**config.mk**
```make
export PLATFORM = sky130hd
export DESIGN_NAME = sid_voice_mixer_flat
export DESIGN_NICKNAME = d
export VERILOG_FILES = /design/src/rtl/sid_voice_mixer_pkg.sv /design/src/rtl/sid_voice_mixer_if.sv /design/src/rtl/sid_voice_mixer_vol_scale.sv /design/src/rtl/sid_voice_mixer.sv /design/src/flat_wrapper.sv
export SDC_FILE = /design/constraint.sdc
export NUM_CORES = 1
export LEC_CHECK = 0
export ABC_AREA = 1
export BUFFER_PORTS_ARGS = -buffer_cell sky130_fd_sc_hd__buf_2
export CAP_MARGIN = 20
export CORE_MARGIN = 2
export CORE_UTILIZATION = 53
export DETAILED_ROUTE_END_ITERATION = 16
export GPL_TIMING_DRIVEN = 0
export HOLD_SLACK_MARGIN = 0.06
export PLACE_DENSITY = 0.81
export SYNTH_ARGS = -nofsm -noshare
export SYNTH_HDL_FRONTEND = slang
export SYNTH_HIERARCHICAL = 1
export SYNTH_SLANG_ARGS = --single-unit
```
**constraint.sdc**
```tcl
create_clock -name clock -period 3 [get_ports clock]
set_clock_uncertainty 0.15 [all_clocks]
set_input_delay 0.3 -clock clock [delete_from_list [all_inputs] [get_ports clock]]
set_output_delay 0.3 -clock clock [all_outputs]
set_load 0.02 [all_outputs]
```
**src/rtl/sid_voice_mixer_pkg.sv**
```systemverilog
// sid_voice_mixer shared types and widths.
// Voice/accumulator/output widths follow the SID register map.
package sid_mix_pkg;

  localparam int VOICE_W     = 12;
  localparam int ACC_W       = 14;
  localparam int SUM_W       = 15;
  localparam int VOL_W       = 4;
  localparam int PROD_W      = 19;
  localparam int OUT_W       = 16;
  localparam int SCALE_SHIFT = 3;

  localparam logic [VOICE_W-1:0] MIDSCALE = 12'h800;

  typedef enum logic [2:0] {
    S_IDLE,
    S_ACC_V1,
    S_ACC_V2,
    S_ACC_V3,
    S_ACC_EXT,
    S_MIX,
    S_SCALE
  } state_e;

  function automatic logic signed [VOICE_W-1:0] to_signed(
    input logic [VOICE_W-1:0] v
  );
    return $signed(v - MIDSCALE);
  endfunction

endpackage

```
**src/rtl/sid_voice_mixer_if.sv**
```systemverilog
// Audio source/control bundle between the SID core and the mixer.
// master drives sources and filter return; slave is the mixer.
interface sid_voice_mixer_if;
  import sid_mix_pkg::*;

  logic                     ce_1m;
  logic [VOICE_W-1:0]       voice1;
  logic [VOICE_W-1:0]       voice2;
  logic [VOICE_W-1:0]       voice3;
  logic [VOICE_W-1:0]       ext_in;
  logic [7:0]               res_filt;
  logic [7:0]               mode_vol;
  logic [ACC_W-1:0]         filter_out;
  logic [ACC_W-1:0]         filter_in;
  logic [OUT_W-1:0]         audio_out;
  logic                     sample_valid;
  logic                     overrun;

  modport master (
    output ce_1m, voice1, voice2, voice3,
    output ext_in, res_filt, mode_vol, filter_out,
    input  filter_in, audio_out, sample_valid, overrun
  );

  modport slave (
    input  ce_1m, voice1, voice2, voice3,
    input  ext_in, res_filt, mode_vol, filter_out,
    output filter_in, audio_out, sample_valid, overrun
  );

endinterface

```
**src/rtl/sid_voice_mixer_vol_scale.sv**
```systemverilog
// Master volume: 15-bit signed total times 4-bit unsigned volume,
// floor-divided by 8, registered on en_i.
module sid_vol_scale
  import sid_mix_pkg::*;
(
  input  logic                    clock,
  input  logic                    reset,
  input  logic                    en_i,
  input  logic signed [SUM_W-1:0] total_i,
  input  logic [VOL_W-1:0]        vol_i,
  output logic [OUT_W-1:0]        audio_o
);

  logic signed [PROD_W-1:0] tot_x;
  logic signed [PROD_W-1:0] vol_x;
  logic signed [PROD_W-1:0] prod;
  logic [OUT_W-1:0]         audio_d;
  logic [OUT_W-1:0]         audio_q;

  always_comb begin
    tot_x   = {{(PROD_W-SUM_W){total_i[SUM_W-1]}}, total_i};
    vol_x   = {{(PROD_W-VOL_W){1'b0}}, vol_i};
    prod    = tot_x * vol_x;
    // |prod| <= 245760, so the shifted value always fits 16 bits
    audio_d = OUT_W'(prod >>> SCALE_SHIFT);
  end

  always_ff @(posedge clock) begin
    if (reset) begin
      audio_q <= '0;
    end else if (en_i) begin
      audio_q <= audio_d;
    end
  end

  assign audio_o = audio_q;

endmodule

```
**src/rtl/sid_voice_mixer.sv**
```systemverilog
// SID voice mixer: time-multiplexed filter/direct accumulation,
// filter return recombination and master volume.
module sid_voice_mixer
  import sid_mix_pkg::*;
(
  input  logic               clock,
  input  logic               reset,
  sid_voice_mixer_if.slave   bus
);

  state_e state_q, state_d;

  logic signed [VOICE_W-1:0] v1_q, v2_q, v3_q, ext_q;
  logic [3:0]                route_q;
  logic [VOL_W-1:0]          vol_q;
  logic                      mute3_q;

  logic signed [ACC_W-1:0] filt_q, filt_d;
  logic signed [ACC_W-1:0] dir_q, dir_d;
  logic signed [SUM_W-1:0] total_q, total_d;
  logic [ACC_W-1:0]        fin_q, fin_d;
  logic                    valid_q, valid_d;
  logic                    ovr_q, ovr_d;
  logic                    snap;
  logic                    scale_en;

  logic signed [VOICE_W-1:0] src;
  logic                      use_filt;
  logic                      add_en;
  logic signed [SUM_W-1:0]   op_a, op_b, sum;
  logic [OUT_W-1:0]          audio;

  logic unused_bits;
  assign unused_bits = ^{bus.res_filt[7:4], bus.mode_vol[6:4]};

  // source select for the single shared adder
  always_comb begin
    src      = '0;
    use_filt = 1'b0;
    add_en   = 1'b0;
    unique case (state_q)
      S_ACC_V1: begin
        src      = v1_q;
        use_filt = route_q[0];
        add_en   = 1'b1;
      end
      S_ACC_V2: begin
        src      = v2_q;
        use_filt = route_q[1];
        add_en   = 1'b1;
      end
      S_ACC_V3: begin
        src      = v3_q;
        use_filt = route_q[2];
        add_en   = route_q[2] | ~mute3_q;
      end
      S_ACC_EXT: begin
        src      = ext_q;
        use_filt = route_q[3];
        add_en   = 1'b1;
      end
      default: ;
    endcase
  end

  always_comb begin
    if (state_q == S_MIX) begin
      op_a = {dir_q[ACC_W-1], dir_q};
      op_b = {bus.filter_out[ACC_W-1], bus.filter_out};
    end else begin
      op_a = use_filt ? {filt_q[ACC_W-1], filt_q}
                      : {dir_q[ACC_W-1], dir_q};
      op_b = {{(SUM_W-VOICE_W){src[VOICE_W-1]}}, src};
    end
    sum = op_a + op_b;
  end

  always_comb begin
    state_d  = state_q;
    filt_d   = filt_q;
    dir_d    = dir_q;
    total_d  = total_q;
    fin_d    = fin_q;
    valid_d  = 1'b0;
    ovr_d    = ovr_q;
    snap     = 1'b0;
    scale_en = 1'b0;

    if (bus.ce_1m && state_q != S_IDLE) ovr_d = 1'b1;

    if (add_en) begin
      if (use_filt) filt_d = sum[ACC_W-1:0];
      else          dir_d  = sum[ACC_W-1:0];
    end

    unique case (state_q)
      S_IDLE: begin
        if (bus.ce_1m) begin
          snap    = 1'b1;
          filt_d  = '0;
          dir_d   = '0;
          state_d = S_ACC_V1;
        end
      end
      S_ACC_V1:  state_d = S_ACC_V2;
      S_ACC_V2:  state_d = S_ACC_V3;
      S_ACC_V3:  state_d = S_ACC_EXT;
      S_ACC_EXT: state_d = S_MIX;
      S_MIX: begin
        fin_d   = filt_q;
        total_d = sum;
        state_d = S_SCALE;
      end
      S_SCALE: begin
        scale_en = 1'b1;
        valid_d  = 1'b1;
        state_d  = S_IDLE;
      end
      default: state_d = S_IDLE;
    endcase
  end

  always_ff @(posedge clock) begin
    if (reset) begin
      state_q <= S_IDLE;
      filt_q  <= '0;
      dir_q   <= '0;
      total_q <= '0;
      fin_q   <= '0;
      valid_q <= 1'b0;
      ovr_q   <= 1'b0;
    end else begin
      state_q <= state_d;
      filt_q  <= filt_d;
      dir_q   <= dir_d;
      total_q <= total_d;
      fin_q   <= fin_d;
      valid_q <= valid_d;
      ovr_q   <= ovr_d;
    end
  end

  // register writes during a sequence only land at the next strobe
  always_ff @(posedge clock) begin
    if (reset) begin
      v1_q    <= '0;
      v2_q    <= '0;
      v3_q    <= '0;
      ext_q   <= '0;
      route_q <= '0;
      vol_q   <= '0;
      mute3_q <= 1'b0;
    end else if (snap) begin
      v1_q    <= to_signed(bus.voice1);
      v2_q    <= to_signed(bus.voice2);
      v3_q    <= to_signed(bus.voice3);
      ext_q   <= $signed(bus.ext_in);
      route_q <= bus.res_filt[3:0];
      vol_q   <= bus.mode_vol[VOL_W-1:0];
      mute3_q <= bus.mode_vol[7];
    end
  end

  sid_vol_scale u_scale (
    .clock   (clock),
    .reset   (reset),
    .en_i    (scale_en),
    .total_i (total_q),
    .vol_i   (vol_q),
    .audio_o (audio)
  );

  assign bus.filter_in    = fin_q;
  assign bus.audio_out    = audio;
  assign bus.sample_valid = valid_q;
  assign bus.overrun      = ovr_q;

endmodule

```
**src/flat_wrapper.sv**
```systemverilog
// flat-port wrapper written by rule: the top's interface ports become plain ports
module sid_voice_mixer_flat import sid_mix_pkg::*;
  (clock, reset, bus_ce_1m, bus_voice1, bus_voice2, bus_voice3, bus_ext_in, bus_res_filt, bus_mode_vol, bus_filter_out, bus_filter_in, bus_audio_out, bus_sample_valid, bus_overrun);
  sid_voice_mixer_if bus_i ();
  input  logic clock;
  input  logic reset;
  input wire logic [$bits(bus_i.ce_1m)-1:0] bus_ce_1m;
  input wire logic [$bits(bus_i.voice1)-1:0] bus_voice1;
  input wire logic [$bits(bus_i.voice2)-1:0] bus_voice2;
  input wire logic [$bits(bus_i.voice3)-1:0] bus_voice3;
  input wire logic [$bits(bus_i.ext_in)-1:0] bus_ext_in;
  input wire logic [$bits(bus_i.res_filt)-1:0] bus_res_filt;
  input wire logic [$bits(bus_i.mode_vol)-1:0] bus_mode_vol;
  input wire logic [$bits(bus_i.filter_out)-1:0] bus_filter_out;
  output wire logic [$bits(bus_i.filter_in)-1:0] bus_filter_in;
  output wire logic [$bits(bus_i.audio_out)-1:0] bus_audio_out;
  output wire logic [$bits(bus_i.sample_valid)-1:0] bus_sample_valid;
  output wire logic [$bits(bus_i.overrun)-1:0] bus_overrun;
  assign bus_i.ce_1m = bus_ce_1m;
  assign bus_i.voice1 = bus_voice1;
  assign bus_i.voice2 = bus_voice2;
  assign bus_i.voice3 = bus_voice3;
  assign bus_i.ext_in = bus_ext_in;
  assign bus_i.res_filt = bus_res_filt;
  assign bus_i.mode_vol = bus_mode_vol;
  assign bus_i.filter_out = bus_filter_out;
  assign bus_filter_in = bus_i.filter_in;
  assign bus_audio_out = bus_i.audio_out;
  assign bus_sample_valid = bus_i.sample_valid;
  assign bus_overrun = bus_i.overrun;
  sid_voice_mixer u_core (.clock(clock), .reset(reset), .bus(bus_i));
endmodule
```
==> run_results.csv <==
group,metric,value,unit
outcome,run_status,"finished with violations",
placed_design,post-dp-hpwl,17.9,mm
logic_synthesis,ys_top_cells_by_area,"sky130_fd_sc_hd__dfxtp_1 (31%), sky130_fd_sc_hd__inv_1 (12%), sky130_fd_sc_hd__nand2_1 (10%), sky130_fd_sc_hd__fa_1 (7.2%), sky130_fd_sc_hd__o21ai_0 (7.0%)",
timing,postLayoutSetupSlackWorst,-0.722,ns
setup_path,rr_worst_depth,17,
timing,finalSetupViolations,16,
global_route,grt_start_max_net_pins,17,
setup_path,worstSetupPathType,"register to register",
layout,multi_input_area,0.00544,sq mm
timing,fin_crit,3.72,ns
pwr,power.share.combinational,28.8,%
cts,clock_path_buffers,2,
die,core.rowCount,46,
layout,layout-area-overhead-vs-synth,35.5,%
cts,clock_tree_from_tritoncts,"built",
layout,antennaDiodeCount,0,
logic_synthesis,synth.net_count,1426,
logic_synthesis,synth.yosys.seq_area_share,31.5,%
drt,routed-via-count,9806,
logic_synthesis,synth_largest_type_area_fraction,31.5,%
logic_synthesis,synth.ff_latch_count,135,
cts,ctsHtreeMaxLevel,4,
setup_path,worstPathRequired,3.24,ns
logic_synthesis,count_of_cell_types_in_the_netlist,36,
cts,numCtsBuffers,17,
global_route,via_count_of_the_first_global_routing_pass,9060,
logic_synthesis,postSynthAreaPerCell,6.78,sq um
pwr,static_leakage,6.06,nW
die,design.core.area,0.0159,sq mm
drt,drt.antenna.violating_nets,0,
setup_path,critical_path.startpoint_type,"register",
setup_path,setup.worst_path.start,"u_core/vol_q[2]",
cts,cts.clk_slew.worst_paths,0.07,ns
logic_synthesis,async_set_reset_flop_share_out_of_synthesis,0,%
timing,finalSetupTns,-6.72,ns
placed_design,pre_cts_ws,-0.445,ns
outcome,failed_checks,"setup timing",
drt,wl_per_cell,18.7,um
timing,fin_crit_sh,124,%
logic_synthesis,syn-cell-area,0.00859,sq mm
global_route,antenna_found_initial,0,
cts,clock_sinks,135,
pwr,netSwitchingFraction,36.9,%
layout,fillers,1083,
hold_path,min_to,"u_core/route_q[3]",
setup_path,regToRegStartpoint,"u_core/vol_q[2]",
hold_path,hold_path.class,"input pin to register",
logic_synthesis,ys_dominant_reg_cell,"sky130_fd_sc_hd__dfxtp_1",
global_route,gr-usage-all-layers,32.1,%
placed_design,portBuffers,105,
placed_design,gpl.final_weighted_congestion,0.961,
logic_synthesis,synthesis.instances,1267,
hold_path,timing.hold.worst.start,"bus_res_filt[3]",
pwr,net-switching-power,2.24,mW
pwr,total_power,6.08,mW
setup_path,end_of_the_worst_register_to_register_path,"u_core/u_scale/audio_o[15]",
logic_synthesis,synth_edf_count,0,
drt,finalWirelength,31.8,mm
die,die_width,131,um
pwr,p_seq_share,35.5,%
layout,share_of_layout_cells_above_drive_strength_1,23.3,%
timing,maxClockFrequency,269,MHz
pwr,power_report.internal_total,3.84,mW
die,num_io_pins,113,
setup_path,worstPathMaxFanout,5,
setup_path,critical_path_data_arrival_time,3.96,ns
logic_synthesis,yosys_warnings,6,
timing,timing.final.max_slew_violations,0,
setup_path,worst-r2r-setup-slack,-0.72,ns
logic_synthesis,synth.largest_area_cell,"sky130_fd_sc_hd__dfxtp_1",
timing,hold_viol,0,
pwr,clock_power_share,35.7,%
cts,clock_insertion_delay_worst_skew,0.44,ns
job,maxCapViolations,0,
die,die-area,0.0172,sq mm
timing,worst-slew-pin-transition,0.638,ns
die,initial_core_util,54.1,%
setup_path,worst_setup_path_end_kind,"register",
drt,drcViolationCount,0,
global_route,grt_pass1_wl,44.5,mm
cts,cts_root_buffer,"sky130_fd_sc_hd__clkbuf_16",
timing,timing.max_slew.rel_slack,57.5,%
global_route,grt_overflow_total,0,
drt,drt_iter0_drc,1374,
pwr,max-vdd-ir-drop,0.524,mV
layout,ff_latch_area,0.00272,sq mm
layout,finalNetCount,1629,
pwr,p_per_area,523,mW/mm^2
drt,vias_per_cell,5.77,
drt,initial_drt_pass_iterations,10,
hold_path,timing.hold.worst_path_depth,3,
timing,rsz0062_at_grt,"yes",
die,fp.dieH,131,um
## layout by cell type (no fill, tap or decap), types with 14 or more instances in the layout
cell type                       netlist  final
sky130_fd_sc_hd__o22ai_1             24     24
sky130_fd_sc_hd__nor2_1             121    114
sky130_fd_sc_hd__buf_4                1     26
sky130_fd_sc_hd__inv_2                2     26
sky130_fd_sc_hd__dfxtp_1            135    128
sky130_fd_sc_hd__buf_2                9    112
sky130_fd_sc_hd__dlygate4sd3_1        0     53
sky130_fd_sc_hd__ha_1                47     19
sky130_fd_sc_hd__a21oi_1            103     87
sky130_fd_sc_hd__nand3_1             47     36
sky130_fd_sc_hd__nand2_4              1     14
sky130_fd_sc_hd__fa_1                31     30
sky130_fd_sc_hd__o21ai_0            120    104
sky130_fd_sc_hd__ha_4                 0     25
sky130_fd_sc_hd__clkbuf_1            34     27
sky130_fd_sc_hd__clkbuf_16            0     18
sky130_fd_sc_hd__inv_1              274    247
sky130_fd_sc_hd__nand2_1            240    209
sky130_fd_sc_hd__nand2_2              8     26
## layer usage
layer	wire length (um)	track usage, %	up-vias	share of wire [%]
met3	3160	6.29	250	9.9
met2	14800	53.9	792	46
met5	0	0	-	0
met1	11500	39.1	4424	36
li1	-	-	4340	-
met4	2430	17.0	0	7.6
## sequential cells by signal, indices dropped and copies added (netlist names), 4 cells and up
signal / flops
u_core/bus.filter_in: 14
u_core/route_q: 4
u_core/dir_q: 14
u_core/v1_q: 12
u_core/v3_q: 12
u_core/ext_q: 12
u_core/total_q: 15
u_core/u_scale/audio_o: 16
u_core/v2_q: 12
u_core/vol_q: 4
u_core/filt_q: 14
## worst max path at each step
stage                                 end  slack (ns)
6_report       u_core/u_scale/audio_o[15]       -0.72
2_1_floorplan  u_core/u_scale/audio_o[14]       -0.14
4_1_cts        u_core/u_scale/audio_o[13]       -0.30
3_3_place_gp   u_core/u_scale/audio_o[14]       -0.46
3_5_place_dp   u_core/u_scale/audio_o[14]       -0.44
5_1_grt        u_core/u_scale/audio_o[15]       -0.82
## power groups by stage
stage	Sequential, mW	Combinational [mW]	Clock (mW)
floorplan	2.14	0.978	0
global route	2.18	1.87	2.26
CTS	2.13	1.50	2.16
finish	2.16	1.75	2.17
global placement	2.16	1.35	0
detailed placement	2.17	1.38	0
## logic make-up (layout without fill, tap and decap cells)
group,count (synthesis),in the layout,synth area share [%]
DFF,135,135,31.5
buffers and inverters,325,541,14.6
xor gates and xnor gates,17,17,1.73
and+or+nand+nor,435,435,20.7
AOI/OAI and AO/OA,277,277,17.5
adders and majority gates,78,78,14.1
## stage by stage
stage | hold WS (ns) | area, sq um | util [%] | std cells
floorplan | 0.219 | 8820 | - | 1267
global placement | 0.287 | 9620 | 60.5 | 1588
detailed placement | 0.293 | 9620 | 60.5 | 1588
CTS | 0.0606 | 11200 | 70.4 | 1687
global route | 0.0618 | 11600 | 73.2 | 1699
finish | 0.0678 | 11600 | 73.2 | 1699
## synthesized netlist by cell type, types with 2 or more instances
master and number:
sky130_fd_sc_hd__buf_6 2, sky130_fd_sc_hd__and2_1 3, sky130_fd_sc_hd__nor2_2 4, sky130_fd_sc_hd__xnor2_1 2, sky130_fd_sc_hd__a21oi_1 103, sky130_fd_sc_hd__a211o_1 10
sky130_fd_sc_hd__buf_1 3, sky130_fd_sc_hd__inv_1 274, sky130_fd_sc_hd__dfxtp_1 135, sky130_fd_sc_hd__nand2_1 240, sky130_fd_sc_hd__clkbuf_1 34, sky130_fd_sc_hd__nor3_1 2
sky130_fd_sc_hd__nand3_1 47, sky130_fd_sc_hd__nor2_1 121, sky130_fd_sc_hd__nand4_1 4, sky130_fd_sc_hd__o22ai_1 24, sky130_fd_sc_hd__o21ai_1 2, sky130_fd_sc_hd__inv_2 2
sky130_fd_sc_hd__nor4_1 2, sky130_fd_sc_hd__buf_2 9, sky130_fd_sc_hd__o21a_1 6, sky130_fd_sc_hd__o21bai_1 7, sky130_fd_sc_hd__fa_1 31, sky130_fd_sc_hd__xor2_1 15
sky130_fd_sc_hd__nand2_2 8, sky130_fd_sc_hd__o21ai_2 2, sky130_fd_sc_hd__ha_1 47, sky130_fd_sc_hd__o21ai_0 120
## cell type report
type / instances / area share [%]
multi-input cells: 807 / 46.7
flip-flops and latches: 135 / 23.4
repair buffers: 186 / 11.1
inverters: 276 / 8.98
clock buffers: 17 / 3.66
well taps: 216 / 2.32
plain buffers: 47 / 2.29
clock inverters: 15 / 1.47
## what timing repair did
action / 4_1_cts / 5_1_grt
hold buffers: 53 / 0
buffers inserted: 12 / 14
pin swaps: 47 / 50
endpoints found under the setup margin: 48 / 49
endpoints found under the hold margin: 53 / 0
resized for setup: 90 / 97
gates cloned: 2 / 0
## worst max-delay path, cell delays in order (launching register included)
cell and delay [ns]:
sky130_fd_sc_hd__dfxtp_4 0.39, sky130_fd_sc_hd__buf_6 0.15, sky130_fd_sc_hd__nand2_1 0.08, sky130_fd_sc_hd__inv_1 0.05
sky130_fd_sc_hd__ha_1 0.33, sky130_fd_sc_hd__fa_1 0.63, sky130_fd_sc_hd__inv_1 0.12, sky130_fd_sc_hd__fa_1 0.52
sky130_fd_sc_hd__inv_1 0.07, sky130_fd_sc_hd__ha_4 0.31, sky130_fd_sc_hd__nand2_2 0.13, sky130_fd_sc_hd__nor4_4 0.32
sky130_fd_sc_hd__nand2_2 0.11, sky130_fd_sc_hd__nand2_1 0.07, sky130_fd_sc_hd__nand2_1 0.06, sky130_fd_sc_hd__nand3_2 0.07
sky130_fd_sc_hd__nand2_1 0.06, sky130_fd_sc_hd__inv_1 0.04
No activity file was read; power rests on OpenSTA's default activity.
